File: src/rtl/game_sequencer.sv
// Turn controller for two-player Bulls & Cows: captures both secrets, alternates guesses,
// runs the scorer handshake, holds each score for display and declares a win or a draw.
module game_sequencer #(
    parameter int HOLD_CYCLES = 50_000_000,
    parameter int MAX_ROUNDS  = 10
) (
    input  logic        clk_i,
    input  logic        rst_i,
    input  logic        confirm_i,
    input  logic [15:0] sw_i,
    output logic        cmp_start_o,
    output logic [15:0] cmp_secret_o,
    output logic [15:0] cmp_guess_o,
    input  logic        cmp_done_i,
    input  logic [2:0]  cmp_bulls_i,
    input  logic [2:0]  cmp_cows_i,
    output logic [2:0]  phase_o,
    output logic        player_o,
    output logic [2:0]  bulls_o,
    output logic [2:0]  cows_o,
    output logic [3:0]  round_o,
    output logic        code_err_o,
    output logic        winner_o
);

    localparam logic [2:0] PH_SECRET_J1  = 3'd0;
    localparam logic [2:0] PH_SECRET_J2  = 3'd1;
    localparam logic [2:0] PH_GUESS      = 3'd2;
    localparam logic [2:0] PH_WAIT_SCORE = 3'd3;
    localparam logic [2:0] PH_SHOW       = 3'd4;
    localparam logic [2:0] PH_WIN        = 3'd5;
    localparam logic [2:0] PH_DRAW       = 3'd6;

    // The timer only ever holds HOLD_CYCLES-1 down to 0.
    localparam int             TW         = (HOLD_CYCLES > 1) ? $clog2(HOLD_CYCLES) : 1;
    localparam logic [TW-1:0]  HOLD_LOAD  = TW'(HOLD_CYCLES - 1);
    localparam logic [3:0]     LAST_ROUND = 4'(MAX_ROUNDS - 1);

    logic [2:0]    phase_q, phase_d;
    logic          player_q, player_d;
    logic [15:0]   secret_j1_q, secret_j1_d;
    logic [15:0]   secret_j2_q, secret_j2_d;
    logic [15:0]   cmp_secret_q, cmp_secret_d;
    logic [15:0]   cmp_guess_q, cmp_guess_d;
    logic          cmp_start_q, cmp_start_d;
    logic [2:0]    bulls_q, bulls_d;
    logic [2:0]    cows_q, cows_d;
    logic [3:0]    round_q, round_d;
    logic          code_err_q, code_err_d;
    logic          winner_q, winner_d;
    logic [TW-1:0] timer_q, timer_d;
    logic          sw_ok;

    function automatic logic code_ok(input logic [15:0] c);
        logic ok;
        ok = (c[15:12] <= 4'd9) && (c[11:8] <= 4'd9) && (c[7:4] <= 4'd9) && (c[3:0] <= 4'd9);
        ok = ok && (c[15:12] != c[11:8]) && (c[15:12] != c[7:4]) && (c[15:12] != c[3:0]);
        ok = ok && (c[11:8] != c[7:4]) && (c[11:8] != c[3:0]) && (c[7:4] != c[3:0]);
        return ok;
    endfunction

    assign sw_ok = code_ok(sw_i);

    always_comb begin
        phase_d      = phase_q;
        player_d     = player_q;
        secret_j1_d  = secret_j1_q;
        secret_j2_d  = secret_j2_q;
        cmp_secret_d = cmp_secret_q;
        cmp_guess_d  = cmp_guess_q;
        cmp_start_d  = 1'b0;
        bulls_d      = bulls_q;
        cows_d       = cows_q;
        round_d      = round_q;
        code_err_d   = 1'b0;
        winner_d     = winner_q;
        timer_d      = timer_q;
        case (phase_q)
            PH_SECRET_J1: if (confirm_i) begin
                if (sw_ok) begin
                    secret_j1_d = sw_i;
                    phase_d     = PH_SECRET_J2;
                end else begin
                    code_err_d = 1'b1;
                end
            end
            PH_SECRET_J2: if (confirm_i) begin
                if (sw_ok) begin
                    secret_j2_d = sw_i;
                    player_d    = 1'b0;
                    phase_d     = PH_GUESS;
                end else begin
                    code_err_d = 1'b1;
                end
            end
            PH_GUESS: if (confirm_i) begin
                if (sw_ok) begin
                    // Each player attacks the opponent's secret.
                    cmp_guess_d  = sw_i;
                    cmp_secret_d = player_q ? secret_j1_q : secret_j2_q;
                    cmp_start_d  = 1'b1;
                    phase_d      = PH_WAIT_SCORE;
                end else begin
                    code_err_d = 1'b1;
                end
            end
            PH_WAIT_SCORE: if (cmp_done_i) begin
                bulls_d = cmp_bulls_i;
                cows_d  = cmp_cows_i;
                timer_d = HOLD_LOAD;
                phase_d = PH_SHOW;
            end
            PH_SHOW: begin
                if (timer_q != '0) begin
                    timer_d = timer_q - TW'(1);
                end else if (bulls_q == 3'd4) begin
                    winner_d = player_q;
                    phase_d  = PH_WIN;
                end else if (player_q && (round_q == LAST_ROUND)) begin
                    round_d = round_q + 4'd1;
                    phase_d = PH_DRAW;
                end else if (player_q) begin
                    round_d  = round_q + 4'd1;
                    player_d = 1'b0;
                    phase_d  = PH_GUESS;
                end else begin
                    player_d = 1'b1;
                    phase_d  = PH_GUESS;
                end
            end
            PH_WIN, PH_DRAW: if (confirm_i) begin
                secret_j1_d = '0;
                secret_j2_d = '0;
                round_d     = '0;
                bulls_d     = '0;
                cows_d      = '0;
                winner_d    = 1'b0;
                player_d    = 1'b0;
                phase_d     = PH_SECRET_J1;
            end
            default: phase_d = PH_SECRET_J1;
        endcase
    end

    always_ff @(posedge clk_i or posedge rst_i) begin
        if (rst_i) begin
            phase_q      <= PH_SECRET_J1;
            player_q     <= 1'b0;
            secret_j1_q  <= '0;
            secret_j2_q  <= '0;
            cmp_secret_q <= '0;
            cmp_guess_q  <= '0;
            cmp_start_q  <= 1'b0;
            bulls_q      <= '0;
            cows_q       <= '0;
            round_q      <= '0;
            code_err_q   <= 1'b0;
            winner_q     <= 1'b0;
            timer_q      <= '0;
        end else begin
            phase_q      <= phase_d;
            player_q     <= player_d;
            secret_j1_q  <= secret_j1_d;
            secret_j2_q  <= secret_j2_d;
            cmp_secret_q <= cmp_secret_d;
            cmp_guess_q  <= cmp_guess_d;
            cmp_start_q  <= cmp_start_d;
            bulls_q      <= bulls_d;
            cows_q       <= cows_d;
            round_q      <= round_d;
            code_err_q   <= code_err_d;
            winner_q     <= winner_d;
            timer_q      <= timer_d;
        end
    end

    assign phase_o      = phase_q;
    assign player_o     = player_q;
    assign cmp_start_o  = cmp_start_q;
    assign cmp_secret_o = cmp_secret_q;
    assign cmp_guess_o  = cmp_guess_q;
    assign bulls_o      = bulls_q;
    assign cows_o       = cows_q;
    assign round_o      = round_q;
    assign code_err_o   = code_err_q;
    assign winner_o     = winner_q;

endmodule

File: config.mk
export PLATFORM = sky130hd
export DESIGN_NAME = game_sequencer
export DESIGN_NICKNAME = d
export VERILOG_FILES = /design/src/rtl/game_sequencer.sv
export SDC_FILE = /design/constraint.sdc
export NUM_CORES = 1
export LEC_CHECK = 0
export CORE_ASPECT_RATIO = 1.1
export CORE_MARGIN = 2
export CORE_UTILIZATION = 40
export DETAILED_ROUTE_END_ITERATION = 6
export PLACE_DENSITY = 0.67
export REMOVE_ABC_BUFFERS = 1
export SYNTH_ARGS = -nofsm -noshare
export SYNTH_HDL_FRONTEND = slang
export SYNTH_SLANG_ARGS = --single-unit
File: constraint.sdc
create_clock -name clk_i -period 10 [get_ports clk_i]
set_input_delay 3 -clock clk_i [delete_from_list [all_inputs] [get_ports clk_i]]
set_output_delay 3 -clock clk_i [all_outputs]
set_load 0.05 [all_outputs]
**After elaboration in Yosys (flattened, before gate mapping)**

Index checks and enable logic that the tools add are counted.

- Bits of input ports: 26
- Register bits after elaboration: 107
- Output and inout bits: 49

- Mux-type cells: 48
- Equality and inequality tests: 28
- Reductions and logical operators: 29
- Add/subtract/negate cells: 2
- $lt $le $gt $ge: 4

Operator list:

| kind | number |
|---|---|
| 16-bit 2-to-1 mux | 4 |
| 16-bit case mux with 2 select lines | 2 |
| 26-bit 2-to-1 mux | 2 |
| 26-bit case mux with 2 select lines | 1 |
| 3-bit 2-to-1 mux | 13 |
| 2-bit != test (second input constant) | 13 |
| 26-bit nonzero test | 1 |
| 26-bit by 1-bit subtractor with 26-bit output (second input constant) | 1 |
| 4-bit != test | 6 |
| 4-bit 2-to-1 mux | 5 |
| 3-bit case mux with 6 select lines | 1 |
| 4-bit less-or-equal comparator (second input constant) | 4 |
| 1-bit 2-to-1 mux | 15 |
| 3-bit equality test (second input constant) | 4 |
| 3-bit case mux with 2 select lines | 2 |
| 4-bit AND reduction | 3 |
| 1-bit logical AND | 10 |
| 2-bit nonzero test | 5 |
| 3-bit AND reduction | 3 |
| 9-bit AND reduction | 1 |
| 4-bit case mux with 2 select lines | 1 |
| 7-bit AND reduction | 1 |
| 3-bit by 2-bit equality test with 1-bit output (second input constant) | 2 |
| 5-bit AND reduction | 1 |
| other kinds (10) | 10 |

**Depth between registers and ports, before layout**

Gate-level depths: netlist of the first run.

- Word-level depth: 13
- Depth in mapped cells: 9
- Mapped depth without buffers: 8

**Worst setup path after synthesis of the first run**

No wires, ideal clock.

- Kind: input -> register
- Start: in sw_i[10]
- End: reg cmp_guess_q[0], in the netlist cmp_guess_o[0]
- Data required time: 9.875 ns
- Buffers on the path: 2
- Setup slack: 5.042 ns
- Stages on the path: 8
- Data arrival time: 4.833 ns
- Library setup time: 0.125 ns
- Cells stage by stage: buf_2 o21ai_0 nand4_1 or4_4 nor3_4 nand3_2 buf_6 mux2_4

- Longest elaborated chain between the ends: 11
- Elaborated cells on any way between the ends: 14
- Those cells by class: 1 x order compare; 3 x eq/ne; 10 x reduce/logical

Ends and longest elaborated chain:

| item | RTL line | text |
|---|---|---|
| start: declaration | 10 | `input logic [15:0] sw_i,` |
| 4-bit less-or-equal comparator | 56 | `ok = (c[15:12] <= 4'd9) && (c[11:8] <= 4'd9) && (c[7:4] <= 4'd9) && (c[3:0] <= 4'd9);` |
| 1-bit logical AND (3 in series) | 56 |  |
| 1-bit logical AND (3 in series) | 57 | `ok = ok && (c[15:12] != c[11:8]) && (c[15:12] != c[7:4]) && (c[15:12] != c[3:0]);` |
| 1-bit logical AND | 58 | `ok = ok && (c[11:8] != c[7:4]) && (c[11:8] != c[3:0]) && (c[7:4] != c[3:0]);` |
| 1-bit logical AND * (2 in series) | 58 |  |
| 3-bit AND reduction (no line) * | - |  |
| end signal: assignment | 166 | `cmp_guess_q <= cmp_guess_d;` |
| end: declaration | 44 | `logic [15:0] cmp_guess_q, cmp_guess_d;` |

Every way passes the cells marked *; elsewhere a longest branch is shown, timed or not.
A chain may end at the register's enable or synchronous reset.

**Worst setup path after layout of the first run**

- Start: in sw_i[5]
- End: reg secret_j2_q[14]

- Longest elaborated chain between the ends: 11
- Elaborated cells on any way between the ends: 14
- Those cells by class: 1 x order compare; 4 x eq/ne; 9 x reduce/logical

Ends and longest elaborated chain:

| item | RTL line | text |
|---|---|---|
| 4-bit less-or-equal comparator | 56 |  |
| 1-bit logical AND (2 in series) | 56 |  |
| 1-bit logical AND (3 in series) | 57 |  |
| 1-bit logical AND (2 in series) | 58 |  |
| 1-bit logical AND * | 58 |  |
| 2-bit != test (no line) * | - |  |
| 4-bit AND reduction (no line) * | - |  |
| end signal: assignment | 164 | `secret_j2_q <= secret_j2_d;` |
| end: declaration | 42 | `logic [15:0] secret_j2_q, secret_j2_d;` |

Marks and branches as above.

==> impl_metrics.tcl, run 1 <==
set metrics [dict create \
    die_area_mm2 0.01441 \
    syn_inst 484 \
    yosys.area.top_type "dfrtp_1" \
    wl_um 12550 \
    power.leakage_nw 2.834 \
    ant_nets 0 \
    start_util_pct 40.94 \
    syn_area_mm2 0.005386 \
    grt_max_degree 62 \
    gp_congestion 0.8548 \
    detailed_place_hpwl_um 8362 \
    grt_remaining_overflow 0 \
    clk_latency_ps 360 \
    cts_hold_buf 0 \
    post-route-drc-count 0 \
    period_minus_slack_ps 5447 \
    crit_type "input port to register" \
    dominantRegCellSynth "dfrtp_1" \
    yosysWarnings 0 \
    grt_pass1_vias 4090 \
    fp.coreArea_mm2 0.01316 \
    peakVddDrop_mv 0.1436 \
    vias 3887 \
    fmax_mhz 183.6 \
    clockBufferDepth 2 \
    period_share_pct 54.47 \
    min_path_type "register to register" \
    die_w_um 114.6 \
    drt_iter0_markers 215 \
    max_cap_viol_count 0 \
    synth_edf_count 0 \
    cp-start-kind "input port" \
    cts_setup_buffers 0 \
    area_growth_pct 20.28 \
    worst_pin_slew_ps 1033 \
    cts_made_buffers 9 \
    end_kind "register" \
    rsz0062_at_grt "false" \
    cts_htree_levels 3 \
    synth_area_per_cell_um2 11.13 \
    clockRootBuffer "clkbuf_16" \
    fin_worst_skew_ps 10.42 \
    cts_tree "built" \
    layout_commonest_cell "dfrtp_1" \
    ys_ff_latch 107 \
    yosysSeqAreaShare_pct 49.71 \
    cts_resized 0 \
    hold_viol 0 \
    die_y_um 125.7 \
    clkSlewWorstSetupHoldPaths_ps 80 \
    drive_above_1_share_pct 14.10 \
    grt_antenna_before_repair 0 \
    async_flop_share_pct 100.0 \
    drtPass1Iterations 4 \
    portBuffers 74 \
    cts_sinks 107 \
    rows 44 \
    io_pins 75 \
    crit_required_ps 10290 \
    antenna_cells 0 \
    final_cell_mix "dfrtp_1, clkdlybuf4s50_1, a22o_1" \
    power_mw 1.785 \
    final_nets 563 \
    setup_viol 0 \
    critical_path_peak_fanout 16 \
    power_density_mw_per_mm2 275.5 \
    grt_pass1_wl_um 21380 \
    slew_headroom_pct 31.16 \
    yosys.cell_types.count 48 \
    arrival_ps 5740 \
    vias_per_cell 5.553 \
    synth_area_leaders "dfrtp_1, mux2_4, a22o_1" \
    outcome "finished, final reports clean" \
    synth_top_cell_area_share_pct 49.71 \
    wire_per_inst_um 17.93 \
    final.setup.tns_ps 0 \
    drv_slew 0 \
    grt.total_usage_pct 18.45 \
]
-- metrics by stage --
stage / cell area, um^2 / utilization [%] / hold slack (ps) / setup slack (ps) / cells
floorplan: 5184 / - / 460.6 / 4183 / 444
global placement: 6166 / 46.86 / 478.3 / 4251 / 684
detailed placement: 6166 / 46.86 / 481.4 / 4204 / 684
CTS: 6479 / 49.24 / 502.7 / 4568 / 700
global route: 6479 / 49.24 / 521.5 / 4375 / 700
finish: 6479 / 49.24 / 497.4 / 4553 / 700
-- per-layer routing --
layer,track usage [%],share of wire (%)
met5,0,0
met4,4.089,0.86
met3,4.090,4.5
met2,29.83,50
met1,25.44,45
-- cell usage after synthesis, types with 5 or more instances --
library cell	number
buf_2	18
a31oi_1	5
nand3_1	16
nand2_1	25
clkbuf_1	17
xor2_1	22
o21ai_0	29
mux2_2	18
mux2_4	30
a21oi_1	12
nor4_1	10
nand4_1	6
inv_1	14
nor3_1	10
nor2_1	24
a22o_1	33
o211ai_1	7
nor2b_1	5
xnor2_1	19
or3_1	6
and3_1	6
dfrtp_1	107
nor3b_1	5
-- power breakdown --
part	leakage, nW	switching [mW]	internal [mW]	total [mW]
sequential	1.35	0.126	0.583	0.709
clock	0.155	0.172	0.201	0.373
combinational	1.33	0.407	0.295	0.702
-- final cells by class --
cell class                      count  area (um^2)
Inverter                           14        55.05
Multi-Input combinational cell    323         2454
Clock buffer                        9        225.2
Sequential cell                   107         2678
Tap cell                          161        201.4
Timing Repair Buffer               79        778.2
Clock inverter                      7        87.58
Fill cell                        1191         6679
-- path summary, 6_finish.rpt --
| check | slack, ps | depth (start not counted) | endpoint | startpoint |
|---|---|---|---|---|
| worst max-delay path | 4550 | 7 | secret_j2_q[14] | sw_i[5] |
| worst min-delay path | 500 | 1 | secret_j1_q[8] | secret_j1_q[8] |
| worst max register to register | 7120 | 6 | timer_q[20] | phase_o[0] |
| worst min register to register | 500 | 1 | secret_j1_q[8] | secret_j1_q[8] |
| max in group asynchronous | 5730 | 3 | timer_q[20] | rst_i |
| min in group asynchronous | 3060 | 2 | cmp_guess_o[0] | rst_i |
-- cells by family (layout without fill, tap and decap cells) --
family	after synthesis	count (layout)	share of synthesized area, %
simple gates	128	128	12.80
mux	48	48	12.13
xor+xnor	41	41	6.667
fa+ha+maj	3	3	0.6969
buf+inv	54	109	4.739
compound gates	103	103	13.26
flops	107	107	49.71
-- critical path, cell delays in order --
cell and delay, ps:
clkdlybuf4s50_1 610, o21ai_0 250, nand4_1 100, or4_4 580, nor3_4 260, and3_1 690
a22o_1 240
-- registers in the layout (all words and copies together) (netlist names), 3 cells and up --
| signal | count |
|---|---|
| cows_o | 3 |
| round_o | 4 |
| phase_o | 3 |
| cmp_secret_o | 16 |
| secret_j2_q | 16 |
| timer_q | 26 |
| secret_j1_q | 16 |
| cmp_guess_o | 16 |
| bulls_o | 3 |
Note: power is estimated with default switching activity, not from simulation.
==> run 2, diff against run 1 <==
==> constraint.sdc (replaced) <==
create_clock -name clk_i -period 5.5 [get_ports clk_i]
set_input_delay 1.65 -clock clk_i [delete_from_list [all_inputs] [get_ports clk_i]]
set_output_delay 1.65 -clock clk_i [all_outputs]
set_load 0.05 [all_outputs]
==> run 2 against run 1 <==
Combinational power rose by 81%. First-iteration DRC count fell by 7.9%. Sequential power rose by 82%. Worst setup slack got worse by 3200 ps. Utilization rose by 0.27 points. Register-to-register slack got worse by 4300 ps. Clock power rose by 95%. Highest routed layer unchanged. Power rose by 84%. Final area rose by 0.54%.
==> impl_metrics.tcl, run 2 (synthesized netlist as in run 1, its figures left out) <==
set metrics [dict create \
    outcome "finished, final reports clean" \
    largest_register_ffs 26 \
    fillers 1172 \
    rsz0062_at_grt "false" \
    worstHoldStart "secret_j2_q[4]" \
    top_register "timer_q" \
    fin_area_mm2 0.006514 \
    gp_congestion 0.8583 \
    die_y_um 125.7 \
    grt_pass1_wl_um 21230 \
    grt_pass1_vias 4068 \
    area_growth_pct 20.93 \
    cts_sinks 107 \
    io_pins 75 \
    power_density_mw_per_mm2 505.3 \
    post-route-drc-count 0 \
    antenna_cells 0 \
    layoutNonFillerInstCount 702 \
    min_path_type "register to register" \
    fin_util_pct 49.51 \
    drt_iter0_markers 198 \
    wire_per_inst_um 18.03 \
    cp-start-kind "input port" \
    wl_um 12650 \
    drive_above_1_share_pct 14.42 \
    fmax_mhz 242.1 \
    die_area_mm2 0.01441 \
    cts_resized 0 \
    period_minus_slack_ps 4130 \
    layout_commonest_cell "dfrtp_1" \
    reg2reg_from "phase_o[2]" \
    setup_viol 0 \
    crit_type "input port to register" \
    detailed_place_hpwl_um 8538 \
    clk_latency_ps 360 \
    dp_cells 686 \
    final_nets 565 \
    critical_path_peak_fanout 16 \
    rows 44 \
    clockBufferDepth 2 \
    grt_antenna_before_repair 0 \
    cts_made_buffers 9 \
    cts_hold_buf 0 \
    dpl_cell_area_mm2 0.006181 \
    worst_pin_slew_ps 948.5 \
    ant_nets 0 \
    cts_setup_buffers 0 \
    cts_tree "built" \
    vias_per_cell 5.587 \
    start_util_pct 40.94 \
    die_w_um 114.6 \
    clkSlewWorstSetupHoldPaths_ps 70 \
    arrival_ps 4430 \
    grt_max_degree 47 \
    cts_htree_levels 3 \
    startpoint "sw_i[5]" \
    crit_required_ps 5800 \
    end_kind "register" \
    portBuffers 74 \
    vias 3922 \
    drv_slew 0 \
    clockRootBuffer "clkbuf_16" \
    power.leakage_nw 2.849 \
    final.setup.tns_ps 0 \
    max_cap_viol_count 0 \
    peakVddDrop_mv 0.2611 \
    grt_remaining_overflow 0 \
    final_cell_mix "dfrtp_1, clkdlybuf4s50_1, a22o_1" \
    fin_worst_skew_ps 10.93 \
    period_share_pct 75.09 \
    hold_viol 0 \
    grt.total_usage_pct 18.65 \
    drtPass1Iterations 4 \
    slew_headroom_pct 36.77 \
    fp.coreArea_mm2 0.01316 \
]
[run 2: worst paths after layout]
kind	end	slack (ps)	cells past startpoint
max	secret_j1_q[7]	1370	7
min	secret_j2_q[4]	500	1
max reg2reg	timer_q[25]	2780	5
min reg2reg	secret_j2_q[4]	500	1
max in group asynchronous	secret_j1_q[0]	3030	3
min in group asynchronous	timer_q[18]	1600	2
[run 2: cell type report]
class                      count  area, um^2  share of cell area, %
timing repair buffer          81       793.3                  12.18
clock buffer                   9       225.2                  3.458
multi-input combinational    323        2454                  37.67
inverter                      14       55.05                 0.8452
sequential                   107        2678                  41.11
tap                          161       201.4                  3.093
clock inverter                 7       107.6                  1.652
[run 2: worst max-delay path, stage by stage]
cell	delay (ps)
clkdlybuf4s50_1	610
o21ai_0	240
nand4_1	110
or4_4	590
nor3_4	270
and3_1	690
a22o_1	260
[run 2: layer usage]
| metal | up-vias | GRT usage (%) | wire, um |
|---|---|---|---|
| li1 | 1837 | - | - |
| met1 | 1991 | 24.76 | 5768 |
| met2 | 81 | 29.83 | 6096 |
| met3 | 13 | 4.620 | 590 |
| met4 | 0 | 6.313 | 198 |
| met5 | - | 0 | 0 |
[run 2: stage by stage]
step                total power [mW]  hold WS [ps]  setup WS (ps)
floorplan                      2.144         460.6           1033
global placement               2.541         477.7           1102
detailed placement             2.571         483.3           1028
CTS                            3.317         503.6           1386
global route                   3.481         515.4           1191
finish                         3.291         500.7           1370
[run 2: where the power goes]
part / internal, mW / total (mW) / switching [mW]
sequential: 1.06 / 1.29 / 0.229
combinational: 0.538 / 1.27 / 0.736
clock: 0.408 / 0.728 / 0.320
total: 2.01 / 3.29 / 1.28
